==> src/rtl/jtag_ir_loader.sv <==
// jtag_ir_loader: drives a target TAP through reset/init and IR loads, predicting its state.
// TMS/TDI are registered; tap_state tracks the target using the TMS value present before each edge.
module jtag_ir_loader #(
    parameter int IR_MAX = 8
) (
    input  logic              clk,
    input  logic              TRST_n,
    input  logic              start,
    input  logic [IR_MAX-1:0] ir_data,
    input  logic [3:0]        ir_len,
    input  logic              tap_reset,
    input  logic              TDO,
    output logic              TMS,
    output logic              TDI,
    output logic              ready,
    output logic              busy,
    output logic              done,
    output logic [3:0]        tap_state,
    output logic [IR_MAX-1:0] ir_capture
);
    localparam int IW = $clog2(IR_MAX + 1);
    localparam logic [3:0] TLR = 4'd0, RTI = 4'd1, SEL = 4'd2, CAP = 4'd3, SHF = 4'd4,
                           EX1 = 4'd5, PAU = 4'd6, EX2 = 4'd7, UPD = 4'd8;

    typedef enum logic [1:0] {S_INIT, S_IDLE, S_LOAD} ctl_t;

    ctl_t              ctl;
    logic [2:0]        cnt;
    logic [IW-1:0]     idx, nidx, len_q, len_n;
    logic [IR_MAX-1:0] data_q;
    logic [3:0]        nt;

    assign busy  = ~ready;
    assign len_n = ir_len == 4'd0 ? IW'(1) : (32'(ir_len) > IR_MAX) ? IW'(IR_MAX) : IW'(ir_len);
    // Shift index of the Shift_IR cycle that the coming edge enters.
    assign nidx  = tap_state == SHF ? idx + IW'(1) : '0;

    always_comb begin
        nt = TLR;
        case (tap_state)
            TLR:     nt = TMS ? TLR : RTI;
            RTI:     nt = TMS ? SEL : RTI;
            SEL:     nt = TMS ? TLR : CAP;
            CAP:     nt = TMS ? EX1 : SHF;
            SHF:     nt = TMS ? EX1 : SHF;
            EX1:     nt = TMS ? UPD : PAU;
            PAU:     nt = TMS ? EX2 : PAU;
            EX2:     nt = TMS ? UPD : SHF;
            UPD:     nt = TMS ? SEL : RTI;
            default: nt = TLR;
        endcase
    end

    always_ff @(posedge clk or negedge TRST_n) begin
        if (!TRST_n) begin
            ctl        <= S_INIT;
            cnt        <= '0;
            TMS        <= 1'b1;
            TDI        <= 1'b0;
            ready      <= 1'b0;
            done       <= 1'b0;
            tap_state  <= TLR;
            ir_capture <= '0;
            idx        <= '0;
            data_q     <= '0;
            len_q      <= IW'(1);
        end else begin
            tap_state <= nt;
            done      <= 1'b0;
            TDI       <= 1'b0;
            if (tap_state > UPD) begin
                ctl   <= S_INIT;
                cnt   <= '0;
                TMS   <= 1'b1;
                ready <= 1'b0;
            end else begin
                case (ctl)
                    S_INIT: begin
                        if (cnt == 3'd5) begin
                            ctl   <= S_IDLE;
                            ready <= 1'b1;
                            TMS   <= 1'b0;
                        end else begin
                            cnt <= cnt + 3'd1;
                            TMS <= cnt != 3'd4;
                        end
                    end
                    S_IDLE: begin
                        TMS <= 1'b0;
                        if (tap_reset) begin
                            ctl   <= S_INIT;
                            cnt   <= '0;
                            TMS   <= 1'b1;
                            ready <= 1'b0;
                        end else if (start) begin
                            ctl        <= S_LOAD;
                            data_q     <= ir_data;
                            len_q      <= len_n;
                            ir_capture <= '0;
                            TMS        <= 1'b1;
                            ready      <= 1'b0;
                        end
                    end
                    default: begin
                        if (tap_state == SHF)
                            ir_capture[idx] <= TDO;
                        idx <= nidx;
                        TMS <= nt == EX1 || (nt == SHF && nidx == len_q - IW'(1));
                        TDI <= nt == SHF ? data_q[nidx] : 1'b0;
                        if (nt == RTI) begin
                            ctl   <= S_IDLE;
                            ready <= 1'b1;
                            done  <= 1'b1;
                        end
                    end
                endcase
            end
        end
    end
endmodule

==> config.mk <==
export PLATFORM = sky130hd
export DESIGN_NAME = jtag_ir_loader
export DESIGN_NICKNAME = d
export VERILOG_FILES = /design/src/rtl/jtag_ir_loader.sv
export SDC_FILE = /design/constraint.sdc
export NUM_CORES = 1
export LEC_CHECK = 0
export ABC_AREA = 1
export CAP_MARGIN = 20
export CORE_MARGIN = 2
export CORE_UTILIZATION = 45
export DETAILED_ROUTE_END_ITERATION = 16
export DONT_BUFFER_PORTS = 1
export PLACE_DENSITY = 0.7
export SYNTH_ARGS = -nofsm -noshare
export SYNTH_HDL_FRONTEND = slang
export SYNTH_SLANG_ARGS = --single-unit
==> constraint.sdc <==
create_clock -name clk -period 3 [get_ports clk]
set_clock_uncertainty 0.15 [all_clocks]
set_input_delay 0.45 -clock clk [delete_from_list [all_inputs] [get_ports clk]]
set_output_delay 0.45 -clock clk [all_outputs]
set_load 0.02 [all_outputs]
==> results of run 1 <==
## metrics by stage
stage | total power (uW) | std cells | setup WS (ns) | hold WS (ns)
global placement | 1888 | 348 | 0.7097 | 0.005144
floorplan | 1710 | 296 | 1.283 | 0.004409
detailed placement | 1914 | 348 | 0.6377 | 0.005208
CTS | 2299 | 358 | 0.6379 | 0.1141
finish | 2274 | 358 | 0.6236 | 0.1207
global route | 2500 | 358 | 0.3617 | 0.1188
## synthesized netlist by cell type, types with 2 or more instances
cell type  count
inv_2          2
o21ai_2        4
o21ai_1        5
a21oi_1        2
nor2_4         5
o21ai_0       22
nor2_1        29
ha_1           6
dfstp_2        2
nand2_1       97
inv_1         45
o211ai_1       2
nand4_1        2
nand3_1       21
dfrtp_1       34
nand2_2        4
## how the worst max path moves through the flow
stage | endpoint | slack [ns] | cells after the start
floorplan | ir_capture[3] | 1.28 | 9
global placement | data_q[5] | 0.71 | 7
detailed placement | data_q[3] | 0.64 | 7
CTS | data_q[3] | 0.64 | 7
global route | data_q[0] | 0.36 | 7
finish | data_q[3] | 0.62 | 7
## report_power, final
part	internal (uW)	switching, uW
sequential	664	227
clock	187	174
combinational	344	678
total	1200	1080
## area by class of cell
| type | instances | share of cell area (%) |
|---|---|---|
| sequential | 36 | 38.82 |
| multi-input combinational | 210 | 45.11 |
| tap | 54 | 2.903 |
| clock inverter | 1 | 0.3226 |
| inverter | 48 | 7.849 |
| timing repair buffer | 2 | 1.290 |
| clock buffer | 7 | 3.710 |
## kinds of logic (layout without fill, tap and decap cells)
group                    count (synthesis)  in the layout
flip-flops                              36             36
buffers and inverters                   50             58
AO/OA/AOI/OAI                           39             39
XOR/XNOR                                 1              1
adder cells (fa/ha/maj)                  6              6
AND/OR/NAND/NOR                        164            164
## metal layers
metal | track usage (%) | vias up | part of all wire [%]
li1 | - | 937 | -
met5 | 0 | - | 0
met4 | 6.379 | 0 | 1.4
met1 | 21.96 | 791 | 49
met3 | 5.249 | 5 | 4.9
met2 | 26.73 | 40 | 45
## sequential cells by signal, indices dropped and copies added (netlist names)
signal,flops
ctl,2
cnt,3
ir_capture,8
tap_state,4
TDI,1
len_q,4
done,1
TMS,1
data_q,8
idx,4
==> flow_summary.yaml, run 1 <==
pwr:
  p_per_area_mw_per_mm2: 977.2
  peakVddDrop_mv: 0.3532
  p_leak_uw: 0.001199
sta:
  setup_viol: 0
  slew_headroom_pct: 60.50
  rsz0062_at_grt: "false"
  fin_setup_tns_ns: 0
  post-route-min-period_ns: 2.376
  finalCritPeriodShare_pct: 79.21
  slew_viol_final: 0
  worstMarginPinSlew_ns: 0.5906
  fmax_ghz: 0.4208
  hold_viol_final: 0
placement:
  postPlaceCellArea_sq_mm: 0.002203
  gp_congestion: 0.8971
  dp_hpwl_um: 3221
  portBuffers: 0
clock_network:
  clk_path_buf_depth: 2
  hold_buffers: 2
  cts_tree: "done"
  htree_levels: 2
  clkSinkCount: 36
  cts_inserted_buffers: 5
  clkTransAtPathRegs_ns: 0.07
  cts_resized: 0
  worst_skew_pair.late_latency_ns: 0.29
  clock_tree.root_cell: "clkbuf_8"
  postCtsSetupBuffers: 0
synth:
  yosysTopAreaCell: "dfrtp_1"
  syn_nets: 319
  synth_compound_area_share_pct: 10.93
  async_flop_share_pct: 100.0
  synthCells: 296
  ys_types: 30
  syn_area_sq_mm: 0.002152
  synth_top_family_by_area: "simple AND/OR/NAND/NOR gates"
  synthMuxAreaShare_pct: 0
  synth_top_flop_cell: "dfrtp_1"
  synthAdderAreaFrac_pct: 3.488
  netlist.area_leader.share_pct: 39.53
  ys_seq_area_share_pct: 41.98
  ys_ff_latch: 36
  synth-simple-area-share_pct: 33.95
  synth_edf_count: 0
  syn_area_per_cell_sq_um: 7.270
  yosysWarnings: 0
  synth_xor_xnor_area_share_pct: 0.4070
  ys_top_cells_by_area: "dfrtp_1, nand2_1, inv_1"
layout:
  finish.utilization_pct: 49.93
  multi_input_comb_area_sq_mm: 0.001050
  drive_above_1_share_pct: 9.868
  final_common_cell: "nand2_1"
  nNetsFinal: 326
  syn_to_final_growth_pct: 8.139
  seq_area_sq_um: 903.4
  design_area_sq_mm: 0.002327
  nFillCells: 468
  layout_common_cells: "nand2_1, inv_1, dfrtp_1"
  diodes: 0
worst_setup_path:
  rr_startpoint: "ctl[0]"
  slowest_delay_ns: 0.54
  rr_worst_depth: 7
  crit_start: "ctl[0]"
  reg2reg_to: "data_q[3]"
  worst-path-buf-inv: 2
  crit_chain: "inv_1 -> nor2_2 -> nand2_2 -> nor3_4 -> inv_2 -> nand2_1 -> nand2_1"
  cp.arrival_ns: 2.41
  worstPathRequired_ns: 3.03
  cp_max_fo: 17
  path_class: "reg -> reg"
  critPathTopFamily: "simple AND/OR/NAND/NOR gates"
  crit_top_cell: "nand2_1"
  crit_path_start_kind: "flip-flop"
  crit_path_end_kind: "flip-flop"
  r2r_slack_ns: 0.62
  slowest_stage: "nor3_4"
drt:
  post-route-drc-count: 0
  routed_via_density: 4.953
  detail-route-antenna-nets: 0
  drt_pass1_iterations: 4
  wl_per_cell_um: 11.63
  drt_iter0_drc: 64
  wl_um: 4162
  num_vias: 1773
run_status:
  status: "complete, no violations"
floorplanning:
  rows: 25
  die_w_um: 73.16
  io_pins: 34
  die_h_um: 73.16
  initial_core_util_pct: 46.17
  core_area_sq_mm: 0.004661
  die_area_sq_mm: 0.005352
global_routing:
  antenna_found_initial: 0
  grt_pass1_vias: 1619
  grt_max_degree: 37
  grt_pass1_wl_um: 7065
  grtUsageTotal_pct: 17.02
  grt_overflow_total: 0
run:
  drv_cap: 0
worst_hold_path:
  hp-class: "in -> reg"
  min_from: "ir_data[6]"
  min_to: "data_q[6]"
  hold_path_depth: 2
No activity file was read; power rests on OpenSTA's default activity.
==> inputs of run 2 (changes only) <==
- PLACE_DENSITY: 0.7 -> 0.72
- clock period: 3 -> 2.14 ns (I/O delays scaled with it)
==> run 2 against run 1 <==
Net effect:
- power is 40% higher
- design area up 3.0%
- critical path depth shrank 1
- final cell count grew 2.2%
- register-to-register slack lost 0.45 ns
- worst setup slack got worse by 0.45 ns
- clock power increased by 25%
- global-route usage increased by 0.40 points
- non-clock buffer count grew 9
- critical endpoint is now data_q[1]
==> flow_summary.yaml, run 2 (synthesis gave the netlist of run 1 again) <==
global_routing:
  grt_pass1_wl_um: 7279
  grt_pass1_vias: 1631
  antenna_found_initial: 0
  grtUsageTotal_pct: 17.42
  grt_max_degree: 37
  grt_overflow_total: 0
layout:
  final_common_cell: "nand2_1"
  design_area_sq_mm: 0.002396
  top_regs: "data_q: 8 flops, ir_capture: 8 flops"
  nNetsFinal: 335
  syn_to_final_growth_pct: 11.34
  drive_above_1_share_pct: 9.936
  layout_common_cells: "nand2_1, inv_1, dfrtp_1"
  diodes: 0
clock_network:
  clock_tree.root_cell: "clkbuf_8"
  cts_tree: "done"
  htree_levels: 2
  clkSinkCount: 36
  postCtsSetupBuffers: 0
  clk_path_buf_depth: 2
  worst_skew_pair.late_latency_ns: 0.29
  clkTransAtPathRegs_ns: 0.07
  cts_inserted_buffers: 5
floorplanning:
  core_area_sq_mm: 0.004661
  rows: 25
  die_w_um: 73.16
  initial_core_util_pct: 46.17
  io_pins: 34
  die_area_sq_mm: 0.005352
  die_h_um: 73.16
sta:
  slew_viol_final: 0
  rsz0062_at_grt: "false"
  fmax_ghz: 0.5095
  post-route-min-period_ns: 1.963
  setup_viol: 0
  worstMarginPinSlew_ns: 0.5845
  slew_headroom_pct: 60.91
  finalCritPeriodShare_pct: 91.72
  hold_viol_final: 0
  fin_setup_tns_ns: 0
worst_setup_path:
  cp.arrival_ns: 1.99
  rr_worst_depth: 6
  r2r_slack_ns: 0.18
  crit_path_start_kind: "flip-flop"
  worstPathRequired_ns: 2.17
  reg2reg_to: "data_q[1]"
  rr_startpoint: "tap_state[1]"
  crit_path_end_kind: "flip-flop"
  path_class: "reg -> reg"
  cp_max_fo: 17
run_status:
  status: "complete, no violations"
pwr:
  p_per_area_mw_per_mm2: 1324
  p_leak_uw: 0.001234
  peakVddDrop_mv: 0.5500
drt:
  routed_via_density: 5.011
  post-route-drc-count: 0
  wl_um: 4179
  num_vias: 1834
  detail-route-antenna-nets: 0
  drt_iter0_drc: 108
  wl_per_cell_um: 11.42
  drt_pass1_iterations: 5
run:
  drv_cap: 0
worst_hold_path:
  min_to: "data_q[2]"
  hp-class: "in -> reg"
  hold_path_depth: 2
  min_from: "ir_data[2]"
placement:
  portBuffers: 0
  dp_hpwl_um: 3205
  gp_congestion: 0.8657
  postPlaceCellArea_sq_mm: 0.002218
## run 2: changes by cell type in the layout (fill, tap and decap cells not counted), sizes merged
cell         previous run  this run
clkbuf                  7         6
buf                     1         3
clkinv                  0         1
clkinvlp                1         0
dlygate4sd3             1         8
## run 2: power breakdown
group	switching (uW)	total [uW]	internal [uW]	leakage (uW)
logic	960	1480	516	0.000728
clock network	228	449	221	0.0000410
registers	317	1250	932	0.000465
## run 2: cell type report
cell class              count  area, sq um
fillers                   445         2265
multi-input cells         210         1050
flip-flops and latches     36        903.4
inverters                  48        182.7
repair buffers             11        115.1
clock buffers               6        72.57
well taps                  54        67.56
clock inverters             1        5.005
## run 2: layer usage
layer  vias to the layer above  GRT usage, %  share of wire (%)
li1                        958             -                  -
met1                       811         24.80                 49
met2                        59         24.92                 43
met3                         6         4.834                7.3
met4                         0         6.790                1.3
met5                         -             0                  0
## run 2: metrics by stage
stage	utilization, %	hold WS, ns	power (uW)	std cells	setup slack [ns]
after floorplan	-	-0.1246	2398	296	0.4232
after global placement	47.60	-0.1239	2682	350	0.2074
after detailed placement	47.60	-0.1239	2704	350	0.1643
after CTS	51.41	0.001508	3197	366	0.1564
after global routing	51.41	0.01409	3498	366	0.03404
final	51.41	0.007225	3173	366	0.1771
## run 2: what timing repair did
item	in CTS	in global routing
hold buffers	9	0
resized for setup	0	0
hold endpoints to repair	43	0
## run 2: worst max-delay path by stage
| stage | startpoint | end | slack [ns] |
|---|---|---|---|
| 2_1_floorplan | ctl[0] | ir_capture[3] | 0.42 |
| 3_5_place_dp | tap_state[1] | data_q[1] | 0.16 |
| 4_1_cts | tap_state[1] | data_q[1] | 0.16 |
| 3_3_place_gp | tap_state[1] | data_q[1] | 0.21 |
| 5_1_grt | tap_state[1] | data_q[1] | 0.03 |
| 6_report | tap_state[1] | data_q[1] | 0.18 |
## run 2: critical path: stages, from the launching register on
cell	delay (ns)
dfrtp_1	0.52
nor2_4	0.25
a21oi_4	0.14
nor3_4	0.48
inv_2	0.17
nand2_1	0.10
nand2_1	0.05
==> inputs of run 3 (changes only) <==
- PLACE_DENSITY: 0.72 -> unset
==> run 3 against run 2 <==
Net effect:
- sequential share of layout area is 0.31 points lower
- power is 2.7% higher
- worst setup slack better by 0.070 ns
- critical path depth is 2 higher
- utilization is 0.43 points higher
- first-iteration DRC count is 49% lower
- largest cell class unchanged
- largest power group unchanged
==> flow_summary.yaml, run 3 (synthesis gave the netlist of run 1 again) <==
placement:
  place_ws_ns: 0.1099
  gp_congestion: 0.9024
  dp_hpwl_um: 3360
  portBuffers: 0
worst_setup_path:
  path_class: "reg -> reg"
  crit_path_start_kind: "flip-flop"
  cp.arrival_ns: 1.95
  reg2reg_to: "ir_capture[0]"
  r2r_slack_ns: 0.25
  cp_max_fo: 9
  crit_path_end_kind: "flip-flop"
  rr_startpoint: "tap_state[2]"
  rr_worst_depth: 8
  worstPathRequired_ns: 2.20
clock_network:
  clkSinkCount: 36
  clkTransAtPathRegs_ns: 0.07
  cts_tree: "done"
  htree_levels: 2
  clk_path_buf_depth: 2
  cts_inserted_buffers: 5
  cts_resized: 0
  clock_tree.root_cell: "clkbuf_8"
  worst_skew_pair.late_latency_ns: 0.29
worst_hold_path:
  hp-class: "in -> reg"
  min_from: "ir_data[3]"
  min_to: "data_q[3]"
  hold_path_depth: 2
sta:
  rsz0062_at_grt: "false"
  post-route-min-period_ns: 1.893
  hold_viol_final: 0
  setup_slack_ns: 0.2467
  fmax_ghz: 0.5282
  fin_setup_tns_ns: 0
  finalCritPeriodShare_pct: 88.47
  setup_viol: 0
  slew_viol_final: 0
  worstMarginPinSlew_ns: 0.3787
  slew_headroom_pct: 74.76
floorplanning:
  core_area_sq_mm: 0.004661
  io_pins: 34
  rows: 25
  die_w_um: 73.16
  initial_core_util_pct: 46.17
  die_area_sq_mm: 0.005352
  die_h_um: 73.16
drt:
  detail-route-antenna-nets: 0
  drt_iter0_drc: 55
  num_vias: 1827
  post-route-drc-count: 0
  wl_um: 4400
  wl_per_cell_um: 11.99
  drt_pass1_iterations: 4
  routed_via_density: 4.978
layout:
  finish.utilization_pct: 51.84
  layout_common_cells: "nand2_1, inv_1, dfrtp_1"
  top_regs: "data_q: 8 flops, ir_capture: 8 flops"
  syn_to_final_growth_pct: 12.27
  nNetsFinal: 335
  drive_above_1_share_pct: 10.54
  diodes: 0
  final_common_cell: "nand2_1"
global_routing:
  grtUsageTotal_pct: 18.31
  grt_pass1_wl_um: 7631
  grt_max_degree: 37
  grt_pass1_vias: 1754
  grt_overflow_total: 0
  antenna_found_initial: 0
run_status:
  status: "complete, no violations"
pwr:
  p_leak_uw: 0.001244
  peakVddDrop_mv: 0.6046
  p_per_area_mw_per_mm2: 1349
run:
  drv_cap: 0
[run 3: power by group]
part | leakage [uW] | total, uW | internal, uW | switching [uW]
Clock | 0.0000455 | 498 | 263 | 235
Sequential | 0.000465 | 1230 | 932 | 302
Combinational | 0.000733 | 1530 | 540 | 989
[run 3: area by class of cell]
class,instances,area (sq um)
repair buffers,11,122.6
well taps,54,67.56
multi-input cells,210,1050
clock buffers,8,90.09
inverters,48,182.7
flip-flops and latches,36,903.4
fillers,449,2245
[run 3: metal layers]
metal | up-vias | track usage, % | wire length, um
met5 | - | 0 | 0
met4 | 0 | 7.819 | 51
met3 | 6 | 4.420 | 190
met2 | 49 | 29.63 | 2065
met1 | 814 | 23.22 | 2092
li1 | 958 | - | -
[run 3: what timing repair did]
item,in CTS,in global routing
hold endpoints to repair,41,0
hold buffers,7,0
buffers inserted,0,1
endpoints found under the setup margin,0,8
[run 3: worst max-delay path by stage]
stage	startpoint	to	slack, ns	cells past startpoint
after detailed placement	tap_state[1]	data_q[7]	0.11	6
final	tap_state[2]	ir_capture[0]	0.25	8
after floorplan	ctl[0]	ir_capture[3]	0.42	9
after global placement	tap_state[1]	data_q[1]	0.19	6
after global routing	tap_state[3]	TDI	0.09	10
after CTS	tap_state[1]	data_q[7]	0.1	6
[run 3: critical path, stage by stage (launching register included)]
cell,delay [ns]
dfrtp_1,0.52
inv_2,0.13
nor2_4,0.15
nand2_2,0.11
o21ai_1,0.13
nand2_1,0.09
nor2_4,0.20
nand3_4,0.16
o21ai_1,0.16
[run 3: stage by stage]
step / hold slack (ns) / cell area, sq um / std cells / power, uW
final: 0.004589 / 2416 / 367 / 3260
after global routing: 0.009094 / 2416 / 367 / 3595
after CTS: 0.0002942 / 2396 / 366 / 3276
after detailed placement: -0.1237 / 2226 / 351 / 2741
after global placement: -0.1237 / 2226 / 351 / 2720
after floorplan: -0.1246 / 2152 / 296 / 2398
